**src/rtl/countdown_timer.sv**
```systemverilog
// Minute:second countdown timer with digit-by-digit preset, start/pause,
// expiry pulse and a tick-timed buzzer that any key press can silence.
module countdown_timer #(
  parameter int unsigned TIMER_MODE   = 2,
  parameter int unsigned BUZZ_SECONDS = 10
) (
  input  logic       Clk,
  input  logic       nReset,
  input  logic       tick,
  input  logic [3:0] KEY,
  input  logic [2:0] editCur,
  input  logic [1:0] disMode,
  output logic [5:0] minutes,
  output logic [5:0] seconds,
  output logic       running,
  output logic       done,
  output logic       buzz
);

  localparam int unsigned TW    = 6;
  localparam int unsigned CNT_W = (BUZZ_SECONDS < 2) ? 1 : $clog2(BUZZ_SECONDS + 1);

  typedef enum logic [1:0] {
    S_IDLE    = 2'd0,
    S_RUN     = 2'd1,
    S_PAUSE   = 2'd2,
    S_EXPIRED = 2'd3
  } state_e;

  state_e           state_q, state_d;
  logic [3:0]       key_q, key_prev_q;
  logic [3:0]       press_c;
  logic             mode_c, any_press_c, zero_c, last_sec_c, cnt_last_c;
  logic             act_clr_c, act_start_c, act_inc_c, act_dec_c;
  logic [TW-1:0]    min_q, min_d, sec_q, sec_d;
  logic [TW-1:0]    min_edit_c, sec_edit_c;
  logic [CNT_W-1:0] cnt_q, cnt_d;
  logic             run_q, run_d, done_q, done_d, buzz_q, buzz_d;

  // Wrap one decimal digit of a 0..59 value without touching its neighbour.
  function automatic logic [TW-1:0] edit_digit(input logic [TW-1:0] val,
                                               input logic tens, input logic up);
    logic [TW-1:0] t, u;
    t = val / 6'd10;
    u = val % 6'd10;
    if (tens) t = up ? ((t >= 6'd5) ? 6'd0 : t + 6'd1) : ((t == 6'd0) ? 6'd5 : t - 6'd1);
    else      u = up ? ((u >= 6'd9) ? 6'd0 : u + 6'd1) : ((u == 6'd0) ? 6'd9 : u - 6'd1);
    return TW'(t * 6'd10) + u;
  endfunction

  // Press detection from the key history and priority resolution.
  assign press_c     = key_prev_q & ~key_q;
  assign any_press_c = |press_c;
  assign mode_c      = (disMode == 2'(TIMER_MODE));
  assign act_clr_c   = mode_c & press_c[3];
  assign act_start_c = mode_c & ~press_c[3] & press_c[0];
  assign act_inc_c   = mode_c & ~press_c[3] & ~press_c[0] & press_c[1];
  assign act_dec_c   = mode_c & ~press_c[3] & ~press_c[0] & ~press_c[1] & press_c[2];

  assign zero_c     = (min_q == '0) && (sec_q == '0);
  assign last_sec_c = (min_q == '0) && (sec_q == 6'd1);
  assign cnt_last_c = (cnt_q <= CNT_W'(1));
  assign min_edit_c = edit_digit(min_q, editCur == 3'd2, act_inc_c);
  assign sec_edit_c = edit_digit(sec_q, editCur == 3'd4, act_inc_c);

  always_ff @(posedge Clk or negedge nReset) begin
    if (!nReset) state_q <= S_IDLE;
    else         state_q <= state_d;
  end

  // Next-state logic; an acting key always pre-empts the tick.
  always_comb begin
    state_d = state_q;
    unique case (state_q)
      S_IDLE: begin
        if (act_start_c && !zero_c) state_d = S_RUN;
      end
      S_RUN: begin
        if (act_clr_c)                state_d = S_IDLE;
        else if (act_start_c)         state_d = S_PAUSE;
        else if (tick && last_sec_c)  state_d = S_EXPIRED;
      end
      S_PAUSE: begin
        if (act_clr_c)                    state_d = S_IDLE;
        else if (act_start_c && !zero_c)  state_d = S_RUN;
      end
      S_EXPIRED: begin
        if (any_press_c)               state_d = S_IDLE;
        else if (tick && cnt_last_c)   state_d = S_IDLE;
      end
      default: state_d = S_IDLE;
    endcase
  end

  // Datapath and output next values.
  always_comb begin
    min_d  = min_q;
    sec_d  = sec_q;
    cnt_d  = cnt_q;
    buzz_d = buzz_q;
    done_d = 1'b0;
    run_d  = (state_d == S_RUN);
    unique case (state_q)
      S_IDLE, S_PAUSE: begin
        if (act_clr_c) begin
          min_d = '0;
          sec_d = '0;
        end else if (act_inc_c || act_dec_c) begin
          if (editCur == 3'd2 || editCur == 3'd3) min_d = min_edit_c;
          if (editCur == 3'd4 || editCur == 3'd5) sec_d = sec_edit_c;
        end
      end
      S_RUN: begin
        if (act_clr_c) begin
          min_d = '0;
          sec_d = '0;
        end else if (!act_start_c && tick) begin
          if (sec_q != '0) begin
            sec_d = sec_q - 6'd1;
          end else begin
            sec_d = 6'd59;
            min_d = min_q - 6'd1;
          end
          if (last_sec_c) begin
            done_d = 1'b1;
            buzz_d = 1'b1;
            cnt_d  = CNT_W'(BUZZ_SECONDS);
          end
        end
      end
      S_EXPIRED: begin
        min_d = '0;
        sec_d = '0;
        if (any_press_c) begin
          buzz_d = 1'b0;
          cnt_d  = '0;
        end else if (tick) begin
          if (cnt_last_c) begin
            buzz_d = 1'b0;
            cnt_d  = '0;
          end else begin
            cnt_d = cnt_q - CNT_W'(1);
          end
        end
      end
      default: ;
    endcase
  end

  always_ff @(posedge Clk or negedge nReset) begin
    if (!nReset) begin
      key_q      <= 4'hF;
      key_prev_q <= 4'hF;
      min_q      <= '0;
      sec_q      <= '0;
      cnt_q      <= '0;
      run_q      <= 1'b0;
      done_q     <= 1'b0;
      buzz_q     <= 1'b0;
    end else begin
      key_q      <= KEY;
      key_prev_q <= key_q;
      min_q      <= min_d;
      sec_q      <= sec_d;
      cnt_q      <= cnt_d;
      run_q      <= run_d;
      done_q     <= done_d;
      buzz_q     <= buzz_d;
    end
  end

  assign minutes = min_q;
  assign seconds = sec_q;
  assign running = run_q;
  assign done    = done_q;
  assign buzz    = buzz_q;

endmodule

```
**config.mk**
```make
export PLATFORM = sky130hd
export DESIGN_NAME = countdown_timer
export DESIGN_NICKNAME = d
export VERILOG_FILES = /design/src/rtl/countdown_timer.sv
export SDC_FILE = /design/constraint.sdc
export NUM_CORES = 1
export LEC_CHECK = 0
export CORE_ASPECT_RATIO = 0.7
export CORE_UTILIZATION = 45
export CTS_CLUSTER_DIAMETER = 50
export DETAILED_ROUTE_END_ITERATION = 8
export GPL_ROUTABILITY_DRIVEN = 0
export REMOVE_ABC_BUFFERS = 1
export SLEW_MARGIN = 5
export SYNTH_ARGS = -nofsm -noshare
export SYNTH_HDL_FRONTEND = slang
export SYNTH_SLANG_ARGS = --single-unit
```
**constraint.sdc**
```tcl
create_clock -name Clk -period 6.6 [get_ports Clk]
set_input_delay 1.32 -clock Clk [delete_from_list [all_inputs] [get_ports Clk]]
set_output_delay 1.32 -clock Clk [all_outputs]
set_load 0.1 [all_outputs]
```
Word-level counts from Yosys, hierarchy flattened
Index checks and enable logic that the tools add are counted.
- bits in registers: 29
- latch bits: 0
- memory bits (writable): 0
- ROM bits: 0
- input bits: 12
- output and inout bits: 15
- word-level logic and storage cells: 147
- memories kept: 0
- $add $sub $neg: 13
- multipliers: 2
- div/mod/pow operators: 4
- $lt $le $gt $ge: 5
- equal/unequal tests: 20
- shift operators: 0
- mux-type cells: 56
- bitwise operators: 12
- reduce and logical (&&, ||, !) cells: 26
- operators by type and width (operator ; count):
    $mux 6 ; 28
    $logic_not 6->1 ; 6
    $pmux 6 s3 ; 2
    $sub 6x1->6 const B ; 6
    $add 6x1->6 const B ; 4
    $mux 4 ; 6
    $ne 3x3->1 const B ; 7
    $mux 2 ; 7
    $add 6x6->6 ; 2
    $div 6x4->6 const B ; 2
    $ge 6x3->1 const B ; 2
    $ge 6x4->1 const B ; 2
    $mod 6x4->6 const B ; 2
    $mul 6x3->5 const B ; 2
    $mux 1 ; 10
    $pmux 2 s4 ; 1
    $pmux 4 s2 ; 1
    $and 1x1->1 ; 7
    $eq 2x2->1 const B ; 3
    $eq 3x2->1 const B ; 2
    $eq 3x3->1 const B ; 2
    $eq 6x1->1 const B ; 1
    $logic_and 1x1->1 ; 6
    $ne 2x2->1 const B ; 3
    18 further kinds ; 24

Logic depth before layout (Yosys ltp)
Gate-level depths: netlist of run 1.
- word-level depth: 14
- gate-level depth with buffers: 23
- depth with buffers taken out: 23

Least setup slack after synthesis of run 1
No wires, ideal clock.
- path kind: register to register
- from: register sec_q[0], in the netlist seconds[0]
- to: register sec_q[5], in the netlist seconds[5]
- library setup time: 0.069 ns
- arrival: 5.193 ns
- path slack: 1.338 ns
- cell stages (with the launch flop): 18
- buffers on the path: 0
- cell sequence: dfrtp_1 inv_1 ha_1 o31ai_1 ha_1 inv_1 ha_1 or3_1 mux2_4 o22ai_4 ha_1 ha_1 a21o_1 a21oi_1 xnor2_1 xnor3_1 or4b_1 nand3_1
- longest elaborated chain between the ends: 11
- elaborated cells between the ends (all ways): 29
- those cells by class: add/sub: 6; mul: 1; div: 2; order compare: 2; mux: 15; reduce/logical: 3
- ends and longest elaborated chain (item ; RTL line ; RTL):
    start, declared ; 35 ; logic [TW-1:0] min_q, min_d, sec_q, sec_d;
    start signal, assigned ; 155 ; sec_q <= '0;
    start signal, assigned ; 164 ; sec_q <= sec_d;
    $div 6x4->6 ; 44 ; t = val / 6'd10;
    $sub 6x1->6 (tied with other cells) ; 46 ; if (tens) t = up ? ((t >= 6'd5) ? 6'd0 : t + 6'd1) : ((t == 6'd0) ? 6'd5 : t - 6'd1);
    $mux 6 (3 in series) ; 46 ;
    $mul 6x3->5 ; 48 ; return TW'(t * 6'd10) + u;
    $add 6x6->6 ; 48 ;
    $mux 6 ; 110 ; if (editCur == 3'd4 || editCur == 3'd5) sec_d = sec_edit_c;
    $mux 6 ; 108 ; end else if (act_inc_c || act_dec_c) begin
    $mux 6 ; 105 ; if (act_clr_c) begin
    $pmux 6 s3 * ; 103 ; unique case (state_q)
Mark *: on every way between the ends. The rest lies on a longest branch, timed or not. The select of a mux whose other input is x is not followed.
A chain may end at the register's enable or synchronous reset.

Worst setup path after layout of run 1
- from: register sec_q[5], in the netlist seconds[5]
- to: register sec_q[5], in the netlist seconds[5]
Same word-level chain as after synthesis.

==> qor.yml, run 1 <==
dpl.hpwl_um: 7140
synth_seq_cells: 29
viasPerCell: 6.03
worstSkewPairLatency_ps: 280
groute.usage.overall: 0.231
grt_antenna_before_repair: 0
synth_cells: 477
post_cts_buffers: 0
synth_edf_count: 0
arrival_ps: 5650
die_area_mm2: 0.00863
async_flop_share: 1.00
synth_mux_area_frac: 0.0256
cts_root_buf: "clkbuf_16"
hold_class: "reg -> reg"
drv_cap: 0
num_vias: 3549
drive_above_1_share: 0.0574
yosys_warnings: 0
cp-end-kind: "flop"
maxSlewHeadroom: 0.346
clock_path_buffers: 2
status: "finished clean"
synthesis.area_mm2: 0.00372
synthAdderAreaFrac: 0.149
crit_path_end: "seconds[5]$_DFFE_PN0P_"
cts_resized: 0
rsz0062_at_grt: "false"
critPathMaxFanout: 18
setup_viol: 0
ys.flop_type: "dfrtp_1"
synth_common_cells: "a21oi_1 (46), nor2_1 (43), ha_1 (41)"
r2r-start: "seconds[5]$_DFFE_PN0P_"
final_core_util: 0.525
yosysMostFrequentCell: "a21oi_1"
wl_um: 9640
r2r-end: "seconds[5]$_DFFE_PN0P_"
portBuffers: 26
grt_pass1_wl_um: 16500
cts_tree: "built"
yosys.area.top_type: "dfrtp_1"
grt_pass1_vias: 3355
hold_viol: 0
clk_pin_slew_ps: 50
yosys.area_share.xor_xnor: 0.0485
synth.avg_cell_area_um2: 7.79
min_period_ps: 5440
clock.fmax_mhz: 184
die_h_um: 78.0
r2r_cells: 19
worstMarginPinSlew_ps: 978
antenna-diode-count: 0
finClkSkew_ps: 6.80
postCtsHoldBufs: 0
criticalPathCategory: "reg -> reg"
worstPathRequired_ps: 6810
layout.nets: 542
areaGrowthSynthToFinish_pct: 12.1
drt-wirelength-per-cell_um: 16.4
dp_cells: 581
fin_cells: 589
ys_types: 74
die_w_um: 111
core.rowCount: 27
synth_compound_area_frac: 0.275
crit_path_start_kind: "flop"
htreeDepth: 2
maxSlewViolCount: 0
synth_top_family_by_area: "compound AO/OA/AOI/OAI gates"
first_iter_violations: 269
ios: 27
ys_seq_area_frac: 0.198
core_mm2: 0.00794
synth.area.top_cells: "dfrtp_1 (14%), ha_1 (14%), a21oi_1 (6.2%)"
tns_ps: 0
firstDrtPassIters: 5
cts_buffers: 5
drtAntennaViolNets: 0
synth_top_area_frac: 0.141
drc: 0
synth-simple-area-share: 0.245
startpoint: "seconds[5]$_DFFE_PN0P_"
reg2reg_slack_ps: 1160
start_util: 0.468
fin_crit_sh: 0.824
clkSinkCount: 29
gr-total-overflow: 0
grt_max_degree: 30
area by class of cell:
class / count / area [um^2]
fillers: 724 / 3770
multi-input cells: 393 / 2760
flip-flops and latches: 29 / 736
repair buffers: 32 / 305
clock buffers: 6 / 129
well taps: 101 / 126
inverters: 26 / 97.6
clock inverters: 2 / 10.0
worst max-delay path: stages (launching register included):
cell and delay, ps:
dfrtp_1 580, buf_4 270, nor2b_1 290, a22oi_1 140, o31ai_1 660, ha_1 380
inv_1 60, ha_1 180, a21oi_1 230, a21oi_1 100, or3_1 350, o21ai_0 150
ha_1 300, ha_1 350, a21o_1 200, a21oi_1 170, xnor2_1 140, xnor3_1 250
or4b_1 470, nand3_1 80
registers in the layout, summed over array words and instances (netlist names):
name and flops:
seconds 6, cnt_q 4, done 1, key_prev_q 4
minutes 6, state_q 2, key_q 4, buzz 1
running 1
layer usage:
layer	global-route usage	wire length, um
met1	0.350	5050
met4	0.0493	67
met2	0.343	3990
met5	0	0
met3	0.0340	533
worst min path at each step:
stage	from	endpoint	slack, ps	cells past startpoint
after global routing	key_q[1]$_DFF_PN1_	key_prev_q[1]$_DFF_PN1_	380	0
after detailed placement	key_q[1]$_DFF_PN1_	key_prev_q[1]$_DFF_PN1_	360	0
after global placement	key_q[3]$_DFF_PN1_	key_prev_q[3]$_DFF_PN1_	360	0
after CTS	key_q[3]$_DFF_PN1_	key_prev_q[3]$_DFF_PN1_	370	0
after floorplan	key_q[1]$_DFF_PN1_	key_prev_q[1]$_DFF_PN1_	350	0
final	key_q[3]$_DFF_PN1_	key_prev_q[3]$_DFF_PN1_	370	0
cell usage in the layout (no fill, tap or decap), types with 3 or more instances in the layout:
master / instances
a21oi_1: 46
a211oi_1: 6
ha_1: 41
xnor2_1: 13
nand4_1: 4
nor3b_1: 6
nand2b_1: 13
o21ai_0: 28
nor2b_1: 15
dfrtp_1: 21
a32oi_1: 3
dfstp_2: 8
o211ai_1: 8
inv_1: 26
a221oi_1: 3
buf_4: 6
clkbuf_16: 5
xor2_1: 5
o22ai_1: 5
or4b_1: 3
or3_1: 4
a21o_1: 7
nand2_1: 29
nor4_1: 4
clkdlybuf4s50_1: 26
nand3b_1: 6
nor2_1: 43
a311oi_1: 4
a31oi_1: 5
a22oi_1: 3
mux2i_1: 8
nand3_1: 10
nor3_1: 16
kinds of logic (layout without fill, tap and decap cells):
logic type	count (synthesis)	after routing
xor gates and xnor gates	19	19
and+or+nand+nor	170	170
DFF	29	29
AOI/OAI and AO/OA	152	152
muxes	9	9
adders and majority gates	43	43
buffers and inverters	55	66
per-stage QoR:
stage               hold slack (ps)  worst slack, ps  area, um^2
floorplan                       354             1110        3590
global placement                361             1160        4030
detailed placement              360             1040        4030
CTS                             369             1180        4170
global route                    375              644        4170
finish                          369             1160        4170
Power of run 1 is not shown: default switching activity piles up to over one toggle a cycle in this logic, so the estimate is an artifact.
==> run 2, diff against run 1 <==
--- a/config.mk
+++ b/config.mk
@@ -10,6 +10,7 @@
 export CTS_CLUSTER_DIAMETER = 50
 export DETAILED_ROUTE_END_ITERATION = 8
 export GPL_ROUTABILITY_DRIVEN = 0
+export PLACE_DENSITY = 0.66
 export REMOVE_ABC_BUFFERS = 1
 export SLEW_MARGIN = 5
 export SYNTH_ARGS = -nofsm -noshare
==> constraint.sdc (replaced) <==
create_clock -name Clk -period 4.9 [get_ports Clk]
set_input_delay 0.98 -clock Clk [delete_from_list [all_inputs] [get_ports Clk]]
set_output_delay 0.98 -clock Clk [all_outputs]
set_load 0.1 [all_outputs]
==> run 2 against run 1 <==
  * Critical path depth is the same
  * Cell area rose by 4.3%
  * Count of clock-buffer cells in the layout unchanged
  * Worst hold slack got worse by 1.7 ps
  * Via count up 4.0%
  * Global-route usage rose by 0.52 points
  * Utilization grew 2.3 points
==> qor.yml, run 2 (synthesis gave the netlist of run 1 again) <==
status: "finished clean"  # unchanged
hold_depth: 0  # unchanged
clock.fmax_mhz: 215  # was 184 MHz
start_util: 0.468  # unchanged
areaGrowthSynthToFinish_pct: 16.9  # was 12.1%
cts_buffers: 5  # unchanged
drc: 0  # unchanged
groute.usage.overall: 0.236  # was 0.231
arrival_ps: 4870  # was 5650 ps
maxSlewViolCount: 0  # unchanged
core.rowCount: 27  # unchanged
whs_endpoint: "key_prev_q[1]$_DFF_PN1_"  # was key_prev_q[3]$_DFF_PN1_
num-fill-cells: 762  # was 724
drtAntennaViolNets: 0  # unchanged
hold_class: "reg -> reg"  # unchanged
gr-total-overflow: 0  # unchanged
worstSkewPairLatency_ps: 280  # about the same
clock_path_buffers: 2  # unchanged
htreeDepth: 2  # unchanged
grt_max_degree: 30  # unchanged
first_iter_violations: 322  # was 269
reg2reg_slack_ps: 240  # was 1160 ps
maxSlewHeadroom: 0.346  # about the same
num_vias: 3691  # was 3,549
mostFrequentLayoutCells: "a21oi_1 (45), nor2_1 (43), ha_1 (41)"  # was a21oi_1 (46), nor2_1 (43), ha_1 (41)
drv_cap: 0  # unchanged
r2r-start: "seconds[4]$_DFFE_PN0P_"  # was seconds[5]$_DFFE_PN0P_
wl_um: 10000  # was 9640 um
core_mm2: 0.00794  # unchanged
cts_root_buf: "clkbuf_16"  # unchanged
clk_pin_slew_ps: 50  # about the same
grt_antenna_before_repair: 0  # unchanged
layout.nets: 562  # was 542
min_period_ps: 4660  # was 5440 ps
dpl.hpwl_um: 7670  # was 7140 um
die_area_mm2: 0.00863  # unchanged
worstPathRequired_ps: 5110  # was 6810 ps
layout_commonest_cell: "a21oi_1"  # unchanged
drt-wirelength-per-cell_um: 16.4  # about the same
dp_slack_ps: 208  # was 1040 ps
critPathMaxFanout: 20  # was 18
criticalPathCategory: "reg -> reg"  # unchanged
cp-end-kind: "flop"  # unchanged
clkSinkCount: 29  # unchanged
hold_viol: 0  # unchanged
hp-start: "key_q[1]$_DFF_PN1_"  # was key_q[3]$_DFF_PN1_
ios: 27  # unchanged
die_h_um: 78.0  # unchanged
antenna-diode-count: 0  # unchanged
grt_pass1_vias: 3243  # was 3,355
portBuffers: 26  # unchanged
drive_above_1_share: 0.108  # was 0.0574
fin_crit_sh: 0.950  # was 0.824
cts_tree: "built"  # unchanged
finClkSkew_ps: 5.88  # was 6.80 ps
firstDrtPassIters: 5  # unchanged
r2r-end: "seconds[5]$_DFFE_PN0P_"  # unchanged
grt_pass1_wl_um: 16800  # was 16,500 um
viasPerCell: 6.06  # was 6.03
post_cts_buffers: 0  # unchanged
rsz0062_at_grt: "true"  # was false
setup_slack_ps: 244  # was 1160 ps
setup_viol: 0  # unchanged
die_w_um: 111  # unchanged
r2r_cells: 19  # unchanged
crit_path_start_kind: "flop"  # unchanged
worstMarginPinSlew_ps: 979  # was 978 ps
-- run 2: changes by cell type in the layout (fill, tap and decap cells not counted), sizes merged --
cell / previous run / this run
buf: 6 / 26
-- run 2: per-layer routing --
metal  vias up  track usage  wire (um)
li1       1813            -          -
met1      1736        0.380       5250
met2       134        0.324       3920
met3         8       0.0363        775
met4         0       0.0427         61
met5         -            0          0
-- run 2: critical path: stages (launching register included) --
cell      delay (ps)
dfrtp_1          340
buf_4            250
nand2b_1         220
a22oi_1          110
o31ai_1          340
ha_1             330
inv_1             60
ha_1             190
a21oi_1          230
a21oi_1          100
or3_1            340
o21ai_0          140
ha_1             300
ha_1             340
a21o_1           200
a21oi_1          170
xnor2_1          140
xnor3_1          240
or4b_1           480
nand3_1           80
-- run 2: area by class of cell --
class                      instances  area (um^2)  share of cell area
clock buffer                       6          129              0.0297
clock inverter                     2         10.0             0.00230
inverter                          26         97.6              0.0225
multi-input combinational        393         2790               0.642
sequential                        29          737               0.170
tap                              101          126              0.0291
timing repair buffer              52          455               0.105
-- run 2: what timing repair did --
action / 4_1_cts / 5_1_grt
hold endpoints to repair: 0 / 0
gates resized for setup: 0 / 9
setup endpoints to repair: 0 / 2
hold buffers: 0 / 0
-- run 2: worst max-delay path by stage --
stage	startpoint	endpoint	slack (ps)	cells after the start
after CTS	seconds[2]$_DFFE_PN0P_	seconds[5]$_DFFE_PN0P_	190	20
final	seconds[4]$_DFFE_PN0P_	seconds[5]$_DFFE_PN0P_	240	19
after floorplan	seconds[4]$_DFFE_PN0P_	seconds[5]$_DFFE_PN0P_	-590	17
after detailed placement	seconds[2]$_DFFE_PN0P_	seconds[5]$_DFFE_PN0P_	210	20
after global placement	seconds[2]$_DFFE_PN0P_	seconds[5]$_DFFE_PN0P_	250	20
after global routing	seconds[5]$_DFFE_PN0P_	seconds[5]$_DFFE_PN0P_	-10	19
-- run 2: metrics by stage --
stage                     setup TNS [ps]  cell area [um^2]  std cells  hold WS, ps   util
after detailed placement               0              4180        601          363  0.526
after global placement                 0              4180        601          357  0.526
after global routing               -10.5              4350        609          377  0.547
after CTS                              0              4320        609          368  0.544
final                                  0              4350        609          367  0.547
after floorplan                     -787              3590        448          354      -
Power of run 2 is left out for the same reason.
